===== config.mk =====
export PLATFORM = sky130hd
export DESIGN_NAME = ifetch
export DESIGN_NICKNAME = d
export VERILOG_FILES = /design/src/rtl/ifetch.sv
export SDC_FILE = /design/constraint.sdc
export NUM_CORES = 1
export LEC_CHECK = 0
export CAP_MARGIN = 20
export CORE_MARGIN = 5
export CORE_UTILIZATION = 38
export DETAILED_ROUTE_END_ITERATION = 7
export PLACE_DENSITY = 0.76
export SYNTH_ARGS = -nofsm -noshare
export SYNTH_HDL_FRONTEND = slang
export SYNTH_SLANG_ARGS = --single-unit

===== constraint.sdc =====
create_clock -name clk -period 2.4 [get_ports clk]
set_clock_uncertainty 0.1 [all_clocks]
set_input_delay 0.6 -clock clk [delete_from_list [all_inputs] [get_ports clk]]
set_output_delay 0.6 -clock clk [all_outputs]
set_load 0.005 [all_outputs]

===== src/rtl/ifetch.sv =====
// Hack CPU instruction-fetch stage: ROM req/ack fetch, valid/ready hand-off, PC inc/load control.
// Optional ROM acknowledge watchdog with sticky error and HALT state: define IFETCH_TIMEOUT_EN.
module ifetch #(
   parameter int TIMEOUT = 255
) (
   input  logic        clk,
   input  logic        rst,
   input  logic [14:0] pc_addr,
   output logic        pc_inc,
   output logic        pc_load,
   output logic [14:0] pc_target,
   output logic        rom_req,
   output logic [14:0] rom_addr,
   input  logic        rom_ack,
   input  logic [15:0] rom_data,
   output logic [15:0] instr,
   output logic [14:0] instr_pc,
   output logic        instr_valid,
   input  logic        instr_ready,
   input  logic        jump,
   input  logic [14:0] jump_addr,
   output logic        fetch_err
);

   if (TIMEOUT < 1 || TIMEOUT > 255) begin : g_timeout_range
      $error("ifetch: TIMEOUT must be 1..255");
   end

`ifdef IFETCH_TIMEOUT_EN
   typedef enum logic [2:0] {FETCH, WAIT, FULL, DRAIN, REDIR, HALT} state_t;
   localparam logic [7:0] TO_LAST = 8'(TIMEOUT - 1);
   logic [7:0] cnt;
`else
   typedef enum logic [2:0] {FETCH, WAIT, FULL, DRAIN, REDIR} state_t;
   assign fetch_err = 1'b0;
`endif

   state_t state;
   logic   jmp_ok;

`ifdef IFETCH_TIMEOUT_EN
   assign jmp_ok = jump && (state != HALT);
`else
   assign jmp_ok = jump;
`endif

   always_ff @(posedge clk or posedge rst) begin
      if (rst) begin
         state       <= FETCH;
         pc_inc      <= 1'b0;
         pc_load     <= 1'b0;
         pc_target   <= '0;
         rom_req     <= 1'b0;
         rom_addr    <= '0;
         instr       <= 16'h0000;
         instr_pc    <= '0;
         instr_valid <= 1'b0;
`ifdef IFETCH_TIMEOUT_EN
         cnt         <= '0;
         fetch_err   <= 1'b0;
`endif
      end else begin
         pc_inc  <= 1'b0;
         pc_load <= 1'b0;
         if (jmp_ok) begin
            pc_load   <= 1'b1;
            pc_target <= jump_addr;
`ifdef IFETCH_TIMEOUT_EN
            cnt       <= '0;
`endif
         end

         case (state)
            FETCH: begin
               if (jump) state <= REDIR;
               else begin
                  rom_req  <= 1'b1;
                  rom_addr <= pc_addr;
                  pc_inc   <= 1'b1;
                  state    <= WAIT;
`ifdef IFETCH_TIMEOUT_EN
                  cnt      <= '0;
`endif
               end
            end
            WAIT: begin
               if (jump) begin
                  if (rom_ack) begin
                     rom_req <= 1'b0;
                     state   <= REDIR;
                  end else state <= DRAIN;
               end else if (rom_ack) begin
                  instr       <= rom_data;
                  instr_pc    <= rom_addr;
                  instr_valid <= 1'b1;
                  rom_req     <= 1'b0;
                  state       <= FULL;
               end
`ifdef IFETCH_TIMEOUT_EN
               else if (cnt == TO_LAST) begin
                  rom_req     <= 1'b0;
                  fetch_err   <= 1'b1;
                  instr_valid <= 1'b0;
                  state       <= HALT;
               end else cnt <= cnt + 8'd1;
`endif
            end
            FULL: begin
               // jump beats a same-cycle accept: the held instruction is dropped
               if (jump) begin
                  instr_valid <= 1'b0;
                  state       <= REDIR;
               end else if (instr_ready) begin
                  instr_valid <= 1'b0;
                  rom_req     <= 1'b1;
                  rom_addr    <= pc_addr;
                  pc_inc      <= 1'b1;
                  state       <= WAIT;
`ifdef IFETCH_TIMEOUT_EN
                  cnt         <= '0;
`endif
               end
            end
            DRAIN: begin
               if (rom_ack) begin
                  rom_req <= 1'b0;
                  state   <= jump ? REDIR : FETCH;
               end
`ifdef IFETCH_TIMEOUT_EN
               else if (!jump) begin
                  if (cnt == TO_LAST) begin
                     rom_req     <= 1'b0;
                     fetch_err   <= 1'b1;
                     instr_valid <= 1'b0;
                     state       <= HALT;
                  end else cnt <= cnt + 8'd1;
               end
`endif
            end
            REDIR: begin
               if (!jump) state <= FETCH;
            end
`ifdef IFETCH_TIMEOUT_EN
            HALT: state <= HALT;
`endif
            default: state <= FETCH;
         endcase
      end
   end

endmodule


==> impl_results.md, run 1 <==
* Initial DRC count at 17
* Area Overhead vs Synth at 50.65%
* YS warnings at 0
* Final hold violation count at 0
* Remaining antenna violation count at 0
* Finished Layout Cells at 389
* Register area at 0.001702 mm2
* Core Footprint at 0.007176 mm2
* Cell variety after synth at 23
* Pwr Density at 954.3 mW/mm2
* TritonRoute pass-1 iters at 4
* Placed Cells at 375
* Final setup viols at 0
* CP max FO at 32
* Most common cell in the synthesized netlist: dfrtp_1
* Synth Instances at 164
* Synth area leader: dfrtp_1
* Crit Reg-Reg Endpoint: instr[12]
* Die Width at 95.40 um
* CTS tree: built
* Clock sinks at 68
* Top cells by area, synth: dfrtp_1, mux2_4, mux2_2
* Routed WL at 5964 um
* Area of the multi-input gates at 949.7 um2
* RSZ-0062 raised after global routing: no
* Crit Path Class: input pin to register
* Crit path launch type: input pin
* Maxcap violations at 0
* Initial antenna violation count at 0
* Starting Density at 0.3862
* Post-Syn Area at 0.002771 mm2
* First-pass GRT wire length at 9597 um
* DIE HEIGHT at 95.40 um
* Reg2Reg Setup Slack at 0.53 ns
* Synth Flop Type: dfrtp_1
* Hold Buf Count CTS at 0
* Worst EP arrival at 2.21 ns
* Root Buffer: clkbuf_8
* Drt wl/cell at 15.33 um
* Cts bufs inserted at 9
* Syn_nets at 215
* Worst Min Path Start: pc_target[0]
* Cell Rows at 31
* EDFF count, synth at 0
* Largest net degree at the start of global routing at 69
* Overall Global Routing Usage at 0.1384
* Number of port buffers at 115
* # IOs at 117
* Post-CTS Repair Setup Buffers at 0
* Min-delay worst type: register to register
* Fmax at 0.4744 GHz
* Synth top cells by count: dfrtp_1, mux2_4, mux2_2
* Slowest cell delay on critical path at 0.52 ns
* Die area at 0.009101 mm2
* Vias in the first global route at 1965
* Layout cells sized above 1 at 0.2621
* Syn avg cell area at 16.90 um2
* Sequential fraction of the synthesis area at 0.6140
* Routability cong. at 0.7176
* Congestion Overflow GR at 0
* Tcrit/Tclk final at 0.8782
* Worst Hold Path EP: pc_target[0]
* Vias per std cell at 4.584
* Final #Nets at 338
* Total vias in the final route at 1783
* CP Capture Type: register
* Post-CTS sizing at 0
* Remaining DRCs at 0
* Setup TNS Final at 0 ns
* IR Drop Worst-Case VDD at 0.0003400 V
* Final HPWL DP at 4418 um
* FF-to-FF path depth at 4
* Clock Latency Late Sink at 0.32 ns
* H-tree lvl count at 3
* Final Power at 3.984 mW
* Final Max Slew Viols at 0
* Status: finished clean
* Synth top area share at 0.6140
* Final min period at 2.108 ns
* Worst Path Required at 2.50 ns
* Fraction of registers with async set/reset at 1.000
* Clock slew seen by the registers of the worst setup and hold paths at 0.06 ns
* CTS Buffer Depth at 2
* Antenna Cells at 0
* Critical path cell sequence: clkdlybuf4s50_1, nand3b_4, or3_2, buf_12, mux2_4
* Hold Crit Depth at 1
* Lkg Pwr at 1.862 nW
* Slowest CP cell: clkdlybuf4s50_1
* Seq cells post-synth at 68
* # fillers at 580
* RR Startpoint: state[0]
==> state kept, by name, summed over array words and instances (netlist names) <==
| name | count |
|---|---|
| rom_req | 1 |
| state | 3 |
| instr | 16 |
| rom_addr | 15 |
| instr_pc | 15 |
| pc_inc | 1 |
| pc_load | 1 |
| instr_valid | 1 |
| pc_target | 15 |
==> cell usage in the layout, fill, tap and decap left out <==
master and n:
a21oi_1 5, a2bb2oi_1 1, buf_12 2, buf_4 5
clkbuf_1 1, clkbuf_8 10, clkdlybuf4s50_1 115, clkinv_2 3
clkinvlp_4 1, conb_1 1, dfrtp_1 68, inv_1 2
mux2_1 9, mux2_2 23, mux2_4 29, nand2b_1 1
nand3b_4 1, nor2_1 4, nor2b_1 3, nor4_4 1
nor4b_1 1, o21a_1 1, o21ai_0 1, o22ai_1 1
or3_2 1
==> metrics by stage <==
stage,hold WS (ns),cell area (um2),util,worst slack [ns]
after CTS,0.4106,4175,0.5819,0.3166
after floorplan,0.4041,2775,-,0.5988
after global placement,0.3879,4019,0.5601,-0.01392
after detailed placement,0.3953,4019,0.5601,-0.03205
final,0.4092,4175,0.5819,0.2923
after global routing,0.4208,4175,0.5819,0.2845
==> logic make-up after synthesis <==
| group | after synthesis | share of synthesized area |
|---|---|---|
| flip-flops | 68 | 0.6140 |
| multiplexers | 61 | 0.2871 |
| buffers and inverters | 13 | 0.04379 |
| AND/OR/NAND/NOR | 12 | 0.03477 |
| AO/OA/AOI/OAI | 9 | 0.01896 |
| other | 1 | 0.001353 |
==> area by class of cell <==
type                            instances  share of cell area
Timing Repair Buffer                  122              0.2943
Multi-Input combinational cell         83              0.2275
Clock inverter                          3            0.003596
Sequential cell                        68              0.4076
Tap cell                               99             0.02967
Inverter                                3            0.003596
Clock buffer                           11             0.03386
==> worst max-delay path: cells and delay by family <==
family	cells	cell delay (ns)
buffers and inverters	2	0.73
and+or+nand+nor	2	0.53
muxes	1	0.33
==> how the worst max path moves through the flow <==
| stage | startpoint | end | slack (ns) | cells after the start |
|---|---|---|---|---|
| after floorplan | jump | rom_addr[0] | 0.60 | 3 |
| after global placement | rom_ack | instr[10] | -0.01 | 5 |
| after detailed placement | rom_ack | instr[12] | -0.03 | 5 |
| after CTS | rom_ack | instr[12] | 0.32 | 5 |
| after global routing | rom_ack | instr[12] | 0.28 | 5 |
| final | rom_ack | instr[12] | 0.29 | 5 |
==> routing by layer <==
metal  global-route usage  share of wire  vias up
li1                     -              -      811
met3              0.04499          0.072        9
met4              0.06043          0.014        0
met5                    0              0        -
met2               0.2245           0.50       70
met1               0.1688           0.41      893
==> power breakdown <==
| group | total [mW] | internal [mW] | switching, mW |
|---|---|---|---|
| clock | 0.769 | 0.386 | 0.383 |
| sequential | 1.76 | 1.52 | 0.237 |
| combinational | 1.46 | 1.09 | 0.367 |
(Power assumes the default switching activity.)
==> run 2: changes to the inputs <==
- GPL_TIMING_DRIVEN: default -> 0
==> run 2 against run 1 <==
Sequential cell count unchanged. Via count up 0.56%. Highest routed layer unchanged. Largest cell class unchanged. Largest power group unchanged. Hold slack got worse by 0.0040 ns. Non-clock buffer count rose by 4. Global-route usage fell by 0.16 points.
==> impl_results.md, run 2 (synthesis results as in run 1) <==
* Clock Latency Late Sink at 0.32 ns (about the same)
* IR Drop Worst-Case VDD at 0.0003337 V (-1.9%)
* Crit path from: jump
* Starting Density at 0.3862 (unchanged)
* Worst Path Required at 2.51 ns (about the same)
* Hold Buf Count CTS at 0 (unchanged)
* Die Width at 95.40 um (unchanged)
* Crit Reg-Reg Endpoint: rom_addr[0]
* FF-to-FF path depth at 4 (unchanged)
* Worst setup path end: rom_addr[0]
* Pwr Density at 945.3 mW/mm2 (-0.94%)
* TritonRoute pass-1 iters at 4 (unchanged)
* WL met3 at 535 um (+25%)
* Most frequent cells in the layout: clkdlybuf4s50_1, dfrtp_1, mux2_4, mux2_2, clkbuf_8
* Finished Layout Cells at 393 (+1.0%)
* Total vias in the final route at 1793 (+0.56%)
* Routability cong. at 0.6992 (-2.6%)
* Biggest register: instr
* Antenna Cells at 0 (unchanged)
* Status: finished clean
* Final Max Slew Viols at 0 (unchanged)
* Hold Crit Depth at 1 (unchanged)
* Post-CTS Repair Setup Buffers at 0 (unchanged)
* Maxcap violations at 0 (unchanged)
* CTS Buffer Depth at 2 (unchanged)
* Number of port buffers at 115 (unchanged)
* CP Capture Type: register
* Post-CTS sizing at 0 (unchanged)
* Routed WL at 6042 um (+1.3%)
* Lkg Pwr at 1.887 nW (+1.4%)
* Met2 wire len at 2943 um (-1.4%)
* Max reg flops at 16 (unchanged)
* Final core area utilization at 0.5890 (+0.007149)
* Congestion Overflow GR at 0 (unchanged)
* Overall Global Routing Usage at 0.1369 (-0.001561)
* Final min period at 2.273 ns (+0.1650 ns)
* RSZ-0062 raised after global routing: no
* Most common cell after layout, fill and taps aside: clkdlybuf4s50_1
* Cell Rows at 31 (unchanged)
* Vias per std cell at 4.562 (-0.46%)
* Largest net degree at the start of global routing at 37 (-46%)
* DRT met1 WL at 2479 um (+0.49%)
* PnR worst setup slack at 0.1273 ns (-0.1650 ns)
* Slew @ Worst Pin at 0.7270 ns
* Vias in the first global route at 1912 (-2.7%)
* Final Cell Area at 0.004227 mm2 (+1.2%)
* CP max FO at 10 (-69%)
* Cell area after placement at 0.004070 mm2 (+1.3%)
* Fmax at 0.4400 GHz (-7.3%)
* Layout cells sized above 1 at 0.2619 (about the same)
* Clock slew seen by the registers of the worst setup and hold paths at 0.07 ns (about the same)
* Remaining antenna violation count at 0 (unchanged)
* Root Buffer: clkbuf_8
* Hold Slack at 0.4053 ns (-0.003951 ns)
* Placed Cells at 379 (+1.1%)
* Initial antenna violation count at 0 (unchanged)
* Die area at 0.009101 mm2 (unchanged)
* Reg2Reg Setup Slack at 0.51 ns (-0.02 ns)
* Tcrit/Tclk final at 0.9470 (+0.06876)
* Final setup viols at 0 (unchanged)
* Final HPWL DP at 4539 um (+2.7%)
* Remaining DRCs at 0 (unchanged)
* First-pass GRT wire length at 9439 um (-1.6%)
* DIE HEIGHT at 95.40 um (unchanged)
* CTS tree: built
* Pre-CTS setup slack at -0.2769 ns (-0.2449 ns)
* Highest metal used: met4
* Crit path launch type: input pin
* Area Overhead vs Synth at 52.51%
* Cts bufs inserted at 9 (unchanged)
* Max_slew headroom at 0.5143
* Final hold violation count at 0 (unchanged)
* Drt wl/cell at 15.37 um (+0.28%)
* # IOs at 117 (unchanged)
* Min-delay worst type: register to register
* Initial DRC count at 48 (+31)
* Crit Path Class: input pin to register
* Core Footprint at 0.007176 mm2 (unchanged)
* Clock sinks at 68 (unchanged)
* H-tree lvl count at 3 (unchanged)
* RR Startpoint: state[0]
* Worst EP arrival at 2.38 ns (+0.17 ns)
* Final #Nets at 342 (+1.2%)
run 2: cell types whose count changed in the layout (fill, tap and decap cells not counted), sizes merged:
cell    before  now
buf          7    9
clkbuf      11   13
run 2: worst max-delay path, cell delays in order:
cell and delay [ns]:
clkdlybuf4s50_1 0.55, nor4_4 0.58, buf_4 0.30, mux2_1 0.35
run 2: layer usage:
layer	up-vias	global-route usage
met5	-	0
met4	0	0.06043
met3	10	0.05367
met2	67	0.2222
met1	897	0.1606
li1	819	-
run 2: layout make-up:
type                       instances  area, um2
fill                             568       2949
sequential                        68       1702
tap                               99      123.9
multi-input combinational         83      948.4
timing repair buffer             116       1171
inverter                           3      15.01
clock inverter                     3      15.01
buffer                            10      110.1
clock buffer                      11      141.4
run 2: report_power, final:
part           total [mW]  switching, mW  internal [mW]  leakage, nW
registers            1.73          0.212           1.52        0.811
clock network       0.780          0.393          0.387       0.0848
logic                1.48          0.385           1.10        0.992
run 2: through the flow:
step | setup TNS [ns] | total power, mW
4_1_cts | 0 | 4.055
3_5_place_dp | -2.878 | 3.258
2_1_floorplan | 0 | 2.311
3_3_place_gp | -1.996 | 3.216
6_report | 0 | 3.995
5_1_grt | 0 | 4.224
run 2: worst min-delay path by stage:
| stage | startpoint | end | slack [ns] |
|---|---|---|---|
| floorplan | instr[15] | instr[15] | 0.40 |
| global route | pc_target[12] | pc_target[12] | 0.42 |
| finish | pc_target[10] | pc_target[10] | 0.41 |
| detailed placement | instr[8] | instr[8] | 0.39 |
| CTS | pc_target[4] | pc_target[4] | 0.41 |
| global placement | instr[10] | instr[10] | 0.39 |
